`src/rtl/alu_core.sv`:
```
`default_nettype none
// ============================================================================
// Module   : alu_core
// Purpose  : Registered ALU with one cycle of latency. Two unsigned
//            DATA_WIDTH operands give a 2*DATA_WIDTH result. The
//            operation is selected by a 4-bit function code.
// Ports    : clk              - system clock, rising-edge active
//            reset            - synchronous, active-high; wins over enable
//            A, B             - unsigned operands, sampled while enable=1
//            ALU_function     - operation select
//            enable           - sample operands and register a result
//            ALU_result       - registered result (2*DATA_WIDTH)
//            ALU_result_valid - high the cycle after an enabled cycle
// Revision : 1.0 - initial release
// ============================================================================
module alu_core #(
   parameter int DATA_WIDTH = 8
) (
   input  logic                      clk,
   input  logic                      reset,
   input  logic [DATA_WIDTH-1:0]     A,
   input  logic [DATA_WIDTH-1:0]     B,
   input  logic [3:0]                ALU_function,
   input  logic                      enable,
   output logic [2*DATA_WIDTH-1:0]   ALU_result,
   output logic                      ALU_result_valid
);

   localparam int c_RW = 2 * DATA_WIDTH;

   localparam logic [3:0] c_FN_ADD  = 4'b0000;
   localparam logic [3:0] c_FN_SUB  = 4'b0001;
   localparam logic [3:0] c_FN_MUL  = 4'b0010;
   localparam logic [3:0] c_FN_DIV  = 4'b0011;
   localparam logic [3:0] c_FN_AND  = 4'b0100;
   localparam logic [3:0] c_FN_OR   = 4'b0101;
   localparam logic [3:0] c_FN_NAND = 4'b0110;
   localparam logic [3:0] c_FN_NOR  = 4'b0111;
   localparam logic [3:0] c_FN_XOR  = 4'b1000;
   localparam logic [3:0] c_FN_XNOR = 4'b1001;
   localparam logic [3:0] c_FN_EQ   = 4'b1010;
   localparam logic [3:0] c_FN_GT   = 4'b1011;
   localparam logic [3:0] c_FN_LT   = 4'b1100;
   localparam logic [3:0] c_FN_SHR  = 4'b1101;
   localparam logic [3:0] c_FN_SHL  = 4'b1110;

   localparam logic [DATA_WIDTH-1:0] c_HI_ZERO = '0;

   logic [c_RW-1:0] w_a_ext;
   logic [c_RW-1:0] w_b_ext;
   logic [c_RW-1:0] w_quot;
   logic [c_RW-1:0] w_next;
   logic [c_RW-1:0] r_result;
   logic            r_valid;

   // Zero-extend so carry, borrow wrap and the full product fit the result.
   assign w_a_ext = {c_HI_ZERO, A};
   assign w_b_ext = {c_HI_ZERO, B};

   // Divide-by-zero is defined to give 0 rather than relying on tool behaviour.
   assign w_quot = (B == c_HI_ZERO) ? '0 : (w_a_ext / w_b_ext);

   always_comb begin
      w_next = '0;
      case (ALU_function)
         c_FN_ADD:  w_next = w_a_ext + w_b_ext;
         c_FN_SUB:  w_next = w_a_ext - w_b_ext;
         c_FN_MUL:  w_next = w_a_ext * w_b_ext;
         c_FN_DIV:  w_next = w_quot;
         c_FN_AND:  w_next = {c_HI_ZERO, A & B};
         c_FN_OR:   w_next = {c_HI_ZERO, A | B};
         // Inverting ops are confined to the low half; upper bits stay 0.
         c_FN_NAND: w_next = {c_HI_ZERO, ~(A & B)};
         c_FN_NOR:  w_next = {c_HI_ZERO, ~(A | B)};
         c_FN_XOR:  w_next = {c_HI_ZERO, A ^ B};
         c_FN_XNOR: w_next = {c_HI_ZERO, ~(A ^ B)};
         c_FN_EQ:   w_next = {{(c_RW-1){1'b0}}, (A == B)};
         c_FN_GT:   w_next = {{(c_RW-1){1'b0}}, (A > B)};
         c_FN_LT:   w_next = {{(c_RW-1){1'b0}}, (A < B)};
         c_FN_SHR:  w_next = w_a_ext >> 1;
         // The extended operand keeps the shifted-out MSB in bit DATA_WIDTH.
         c_FN_SHL:  w_next = w_a_ext << 1;
         default:   w_next = '0;
      endcase
   end

   // The result holds while disabled; valid pulses only after enabled cycles.
   always_ff @(posedge clk) begin
      if (reset) begin
         r_result <= '0;
         r_valid  <= 1'b0;
      end else if (enable) begin
         r_result <= w_next;
         r_valid  <= 1'b1;
      end else begin
         r_valid  <= 1'b0;
      end
   end

   assign ALU_result       = r_result;
   assign ALU_result_valid = r_valid;

endmodule
`default_nettype wire

```
`config.mk`:
```
export PLATFORM = sky130hd
export DESIGN_NAME = alu_core
export DESIGN_NICKNAME = d
export VERILOG_FILES = /design/src/rtl/alu_core.sv
export SDC_FILE = /design/constraint.sdc
export NUM_CORES = 1
export LEC_CHECK = 0
export BUFFER_PORTS_ARGS = -buffer_cell sky130_fd_sc_hd__buf_4
export CORE_AREA = 2 2 117 175
export CTS_BUF_LIST = sky130_fd_sc_hd__clkbuf_16
export DETAILED_ROUTE_END_ITERATION = 8
export DIE_AREA = 0 0 119 177
export HOLD_SLACK_MARGIN = 0.1
export PLACE_DENSITY = 0.66
export SLEW_MARGIN = 10
export SYNTH_ARGS = -nofsm -noshare
export SYNTH_HDL_FRONTEND = slang
export SYNTH_SLANG_ARGS = --single-unit
```
`constraint.sdc`:
```
create_clock -name clk -period 59.4 [get_ports clk]
set_input_delay 8.91 -clock clk [delete_from_list [all_inputs] [get_ports clk]]
set_output_delay 8.91 -clock clk [all_outputs]
set_load 0.01 [all_outputs]
```
* Yosys cells after proc, flatten, opt, wreduce, memory -nomap -nowiden *
Index checks and enable logic that the tools add are counted.

storage, ports and cells
  bits in registers = 17
  output and inout bits = 17
  word-level logic and storage cells = 34
  input bits = 23

operators by class
  reductions and logical operators = 2
  add/sub/neg operators = 2
  bitwise gates (word level) = 6
  eq/ne operators = 15
  $lt $le $gt $ge = 2
  multiplexer cells = 3
  multipliers = 1
  div/mod/pow operators = 1

operators with widths
  operator                                                                count
  16-bit case mux with 15 select lines                                    1
  4-bit equality test (second input constant)                             7
  8-bit inverter                                                          3
  8-bit by 8-bit divider with 16-bit output                               1
  4-bit by 3-bit equality test with 1-bit output (second input constant)  4
  8-bit by 8-bit multiplier with 16-bit output                            1
  16-bit two-way mux                                                      1
  8-bit by 8-bit adder with 9-bit output                                  1
  8-bit by 8-bit subtractor with 9-bit output                             1
  8-bit bitwise AND                                                       1
  4-bit by 2-bit equality test with 1-bit output (second input constant)  2
  8-bit equality test                                                     1
  8-bit > comparator                                                      1
  8-bit logical NOT                                                       1
  8-bit < comparator                                                      1
  8-bit bitwise OR                                                        1
  8-bit XOR                                                               1
  4-bit by 1-bit equality test with 1-bit output (second input constant)  1
  4-bit logical NOT                                                       1
  1-bit two-way mux                                                       1

* Longest topological paths before layout *
  word-level depth = 3
  gate-level depth with buffers = 153
  gate-level depth less buffers = 145

* Worst setup path after synthesis *
OpenSTA, ideal clock, no wires.

  kind = input-to-reg
  from = in B[0]
  to = reg r_result[0], in the netlist ALU_result[0]
  arrival = 36.187 ns
  buffers on the path = 6
  cell stages on the path = 137
  setup slack = 23.089 ns
  data required time = 59.276 ns
  setup time = 0.124 ns
  cells stage by stage = inv_1 -> ha_1 -> o211ai_1 -> nand2_1 -> mux2i_1 -> nor2_1 -> ha_1 -> or3_1 -> o22ai_1 -> mux2_2 -> ha_1 -> or3_1 -> o2111a_1 -> o21ai_2 -> nor3_1 -> a21oi_1 -> inv_1 -> ha_1 -> [101 not listed] -> a21o_1 -> a21oi_1 -> and4_4 -> buf_6 -> mux2i_1 -> ha_1 -> a21oi_1 -> nor2b_1 -> o21ai_0 -> nand2b_1 -> a21oi_1 -> nor2b_1 -> o21ai_0 -> nand2b_1 -> a2111oi_0 -> nand2_1 -> nor4_1 -> nor3_1

between the ends
  word-level cells in the longest chain between the ends = 3
  elaborated cells on any way between the ends = 16
  those cells by class = 2 x add/sub; 1 x mul; 1 x div; 2 x order compare; 1 x eq/ne; 2 x mux; 6 x bitwise; 1 x reduce/logical

RTL lines
  element                                                            RTL line  source
  start, declared                                                    22        input logic [DATA_WIDTH-1:0] B,
  8-bit by 8-bit divider with 16-bit output (tied with other cells)  61        assign w_quot = (B == c_HI_ZERO) ? '0 : (w_a_ext / w_b_ext);
  16-bit two-way mux (tied with other cells)                         61
  16-bit case mux with 15 select lines (*)                           65        case (ALU_function)
  end signal, assigned                                               93        r_result <= w_next;
  end, declared                                                      53        logic [c_RW-1:0] r_result;

Every way passes the cells marked *; elsewhere a longest branch is shown, timed or not.
A chain may end at the register's enable or synchronous reset.

* Worst setup path in the final report *
  from = in B[2]
  to = reg r_result[0], in the netlist ALU_result[0]

between the ends
  word-level cells in the longest chain between the ends = 3
  elaborated cells on any way between the ends = 7
  those cells by class = 1 x div; 2 x order compare; 1 x eq/ne; 2 x mux; 1 x reduce/logical

RTL lines
  element                                                                         RTL line
  8-bit by 8-bit divider with 16-bit output or 8-bit logical NOT (tied branches)  61
  16-bit two-way mux                                                              61
  16-bit case mux with 15 select lines (*)                                        65

Marked as above.

==> qor.csv <==
stage;metric;value;unit
route;via count;9752;
placed_design;placed instance count;1570;
route;Vias/cell;6.20;
route;first-pass iteration count of the detailed router;6;
worst_setup_path;critical path launch point;B[2];
timing;final setup fails;0;
pwr;final total power;675;uW
worst_setup_path;critical path class;in2reg;
timing;worst hold slack;462;ps
cells_and_area;Layout area overhead;6.01;%
cts;Sink Count;17;
cts;CTS tree;built;
worst_setup_path;crit path to;ALU_result[0];
placed_design;minimum setup slack after placement;19090;ps
cells_and_area;Non-Filler Instances;1574;
placed_design;area post-placement;0.0101;mm2
logic_synthesis;Syn Area/Cell;7.39;um2
cells_and_area;share of layout cells above drive strength 1;8.98;%
job;max_cap viols;0;
floorplanning;core area;0.0196;mm2
pwr;Peak VDD IR;0.0912;mV
worst_setup_path;Crit-path slowest cell;o31ai_1;
timing;Slew @ Worst Pin;1110;ps
floorplanning;Ports;40;
status;run status;complete, no violations;
worst_setup_path;cells on worst reg2reg path;6;
placed_design;port bufs;39;
cts;Clock Tree Buf Depth;2;
logic_synthesis;cell taking the most area after synthesis;ha_1;
worst_setup_path;r2r endpoint;ALU_result[0];
worst_setup_path;reg2reg start;ALU_result[0];
pwr;leakage;4.70;nW
timing;setup ws final;18950;ps
cells_and_area;Inserted Diodes;0;
pwr;Sw Pwr;372;uW
logic_synthesis;Async SR Flop Fraction;0;%
global_route;Overflow after GRT;0;
cts;cts hold-fix bufs;0;
global_route;vias in the first global route;9686;
route;DR WL/cell;18.8;um
worst_setup_path;Max FO, Critical Path;21;
worst_setup_path;CP peak stage delay;720;ps
worst_setup_path;reg-to-reg slack, setup;57800;ps
floorplanning;Die W;119;um
timing;TNS Setup;0;ps
logic_synthesis;post-synthesis cell count;1299;
logic_synthesis;YS warnings;0;
pwr;Combinational Power Share;95.8;%
cells_and_area;Final Core Density;51.8;%
cts;CTS root buffer;clkbuf_16;
timing;final hold vios;0;
cells_and_area;fin area;0.0102;mm2
worst_setup_path;Startpoint Class;input port;
route;number of remaining DRC errors;0;
worst_setup_path;CP endpoint kind;register;
route;Routed Antenna Nets;0;
worst_setup_path;Critical Path RT;59550;ps
hold_path;Min-Delay Path Class;reg2reg;
cells_and_area;NumNets Final;1539;
logic_synthesis;area share of the largest cell type after synthesis;21.2;%
cts;Post-CTS Setup Bufs;0;
worst_setup_path;cell mode on critical path;o21a_1;
pwr;Int Power;303;uW
logic_synthesis;EDFF count, synth;0;
timing;Fmax;0.0247;GHz
global_route;first-pass GRT wire length;48100;um
cts;total CTS buffers;3;
floorplanning;DIE AREA;0.0211;mm2
logic_synthesis;Cell variety after synth;100;
placed_design;GPL Wtd Cong;0.989;
timing;Slew headroom;25.2;%
route;final WL;29500;um
timing;clk_skew;0;ps
global_route;largest net degree at the start of global routing;42;
cts;worst skew pair latency;270;ps
logic_synthesis;Area contributors post-synth;ha_1 21%, fa_1 7.9%, nor2_1 5.2%;
cts;cells resized by post-CTS repair;0;
logic_synthesis;ys flop type;dfxtp_1;
timing;fin crit period;40450;ps
floorplanning;# rows;63;
global_route;initial antenna violation count;0;
pwr;clock share of power;2.3;%
logic_synthesis;Synth Cell Area;0.00960;mm2
pwr;part of the power in registers;1.9;%
pwr;Power per Cell Area;66.3;mW/mm2
global_route;GRT Overall Usage;28.2;%
logic_synthesis;post-synthesis sequential area ratio;3.55;%
floorplanning;Die Ht;177;um
cts;H-Tree Depth;1;
cells_and_area;number of fill cells;1965;
placed_design;post-detail-place hpwl;23700;um
floorplanning;initial core utilization;48.9;%
timing;unrepaired setup endpoints after global routing;false;
timing;fin. max-slew vios;0;
logic_synthesis;#FFs+latches synth;17;
timing;Final Cycle Share;68.1;%
route;Iteration-0 DRC Markers;659;
worst_setup_path;Arrival @ worst endpoint;40600;ps
cts;CTS clk-pin slew, worst paths;60;ps
pwr;Net Sw Frac;55.1;%
-- critical path: cells and delay by family --
kind                       cells  cell delay [ps]
buffers and inverters          4              670
AOI/OAI and AO/OA             70            16390
and+or+nand+nor               40             8620
adders and majority gates     14             4350
muxes                          5             1560
-- cell usage after synthesis (all sizes together), types with 24 or more instances --
library cell and n:
fa 38, nand2 126, clkbuf 28, xor2 24, xnor2 35, mux2 27
a21oi 96, nor2 138, o21ai 73, o21a 35, nor3 51, inv 100
ha 163
-- worst min path at each step --
stage / slack (ps) / cells past startpoint / start / endpoint
2_1_floorplan: 480 / 2 / ALU_result[15] / ALU_result[15]
3_3_place_gp: 440 / 2 / ALU_result[15] / ALU_result[15]
3_5_place_dp: 450 / 2 / ALU_result[15] / ALU_result[15]
4_1_cts: 460 / 2 / ALU_result[15] / ALU_result[15]
5_1_grt: 480 / 2 / ALU_result[4] / ALU_result[4]
6_report: 460 / 2 / ALU_result[15] / ALU_result[15]
-- power groups by stage --
stage | combinational, mW | clock, mW | sequential [mW]
floorplan | 0.521 | 0 | 0.0138
global placement | 0.628 | 0 | 0.0134
detailed placement | 0.633 | 0 | 0.0134
CTS | 0.640 | 0.0152 | 0.0131
global route | 0.727 | 0.0155 | 0.0132
finish | 0.646 | 0.0152 | 0.0131
-- cell usage in the layout (no fill, tap or decap), types with 5 or more instances in the layout --
cell / synthesis / final
ha_1: 163 / 163
nor2_1: 134 / 134
nand2_1: 124 / 124
inv_1: 100 / 100
a21oi_1: 95 / 95
o21ai_0: 65 / 65
nor3_1: 50 / 50
buf_4: 0 / 43
fa_1: 38 / 38
xnor2_1: 35 / 35
o21a_1: 35 / 35
mux2_2: 25 / 25
xor2_1: 23 / 23
o31ai_1: 22 / 22
nand3_1: 21 / 21
nand2b_1: 21 / 21
nor2b_1: 20 / 20
dfxtp_1: 17 / 17
a21o_1: 17 / 17
nor4_1: 14 / 14
o21bai_1: 14 / 14
mux2i_1: 12 / 12
or3_1: 12 / 12
a22oi_1: 12 / 12
nand4_1: 10 / 10
a31oi_1: 10 / 10
o211ai_1: 9 / 9
o221ai_1: 9 / 9
o22ai_1: 8 / 8
or2_2: 8 / 8
and2_1: 8 / 8
conb_1: 1 / 8
a21boi_0: 6 / 6
o21ai_1: 5 / 5
a221o_1: 5 / 5
and3_1: 5 / 5
a211oi_1: 5 / 5
a221oi_1: 5 / 5
-- area by class of cell --
type	instances	area, um2	area share (%)
clock buffers	3	75.1	0.738
clock inverters	1	7.51	0.0738
inverters	101	379	3.73
multi-input cells	1149	8720	85.7
flip-flops and latches	17	340	3.34
well taps	260	325	3.20
repair buffers	43	323	3.17
-- cell families (layout without fill, tap and decap cells) --
group,Yosys count,in the layout,share of synthesized area (%)
xor gates and xnor gates,59,59,5.46
adders and majority gates,201,201,29.2
other,1,8,0.0391
muxes,41,41,4.88
AOI/OAI and AO/OA,377,377,27.5
and+or+nand+nor,463,463,23.6
buffers and inverters,140,148,5.83
DFF,17,17,3.55
-- metal layers --
metal / vias up / part of all wire, % / GRT usage (%)
met5: - / 0 / 0
met3: 96 / 4.1 / 2.58
met2: 320 / 52 / 54.0
li1: 4763 / - / -
met4: 0 / 4.3 / 12.7
met1: 4573 / 40 / 31.0
-- registers in the layout, summed over array words and instances (netlist names) --
register and count:
ALU_result_valid 1, ALU_result 16
(Power assumes the default switching activity.)
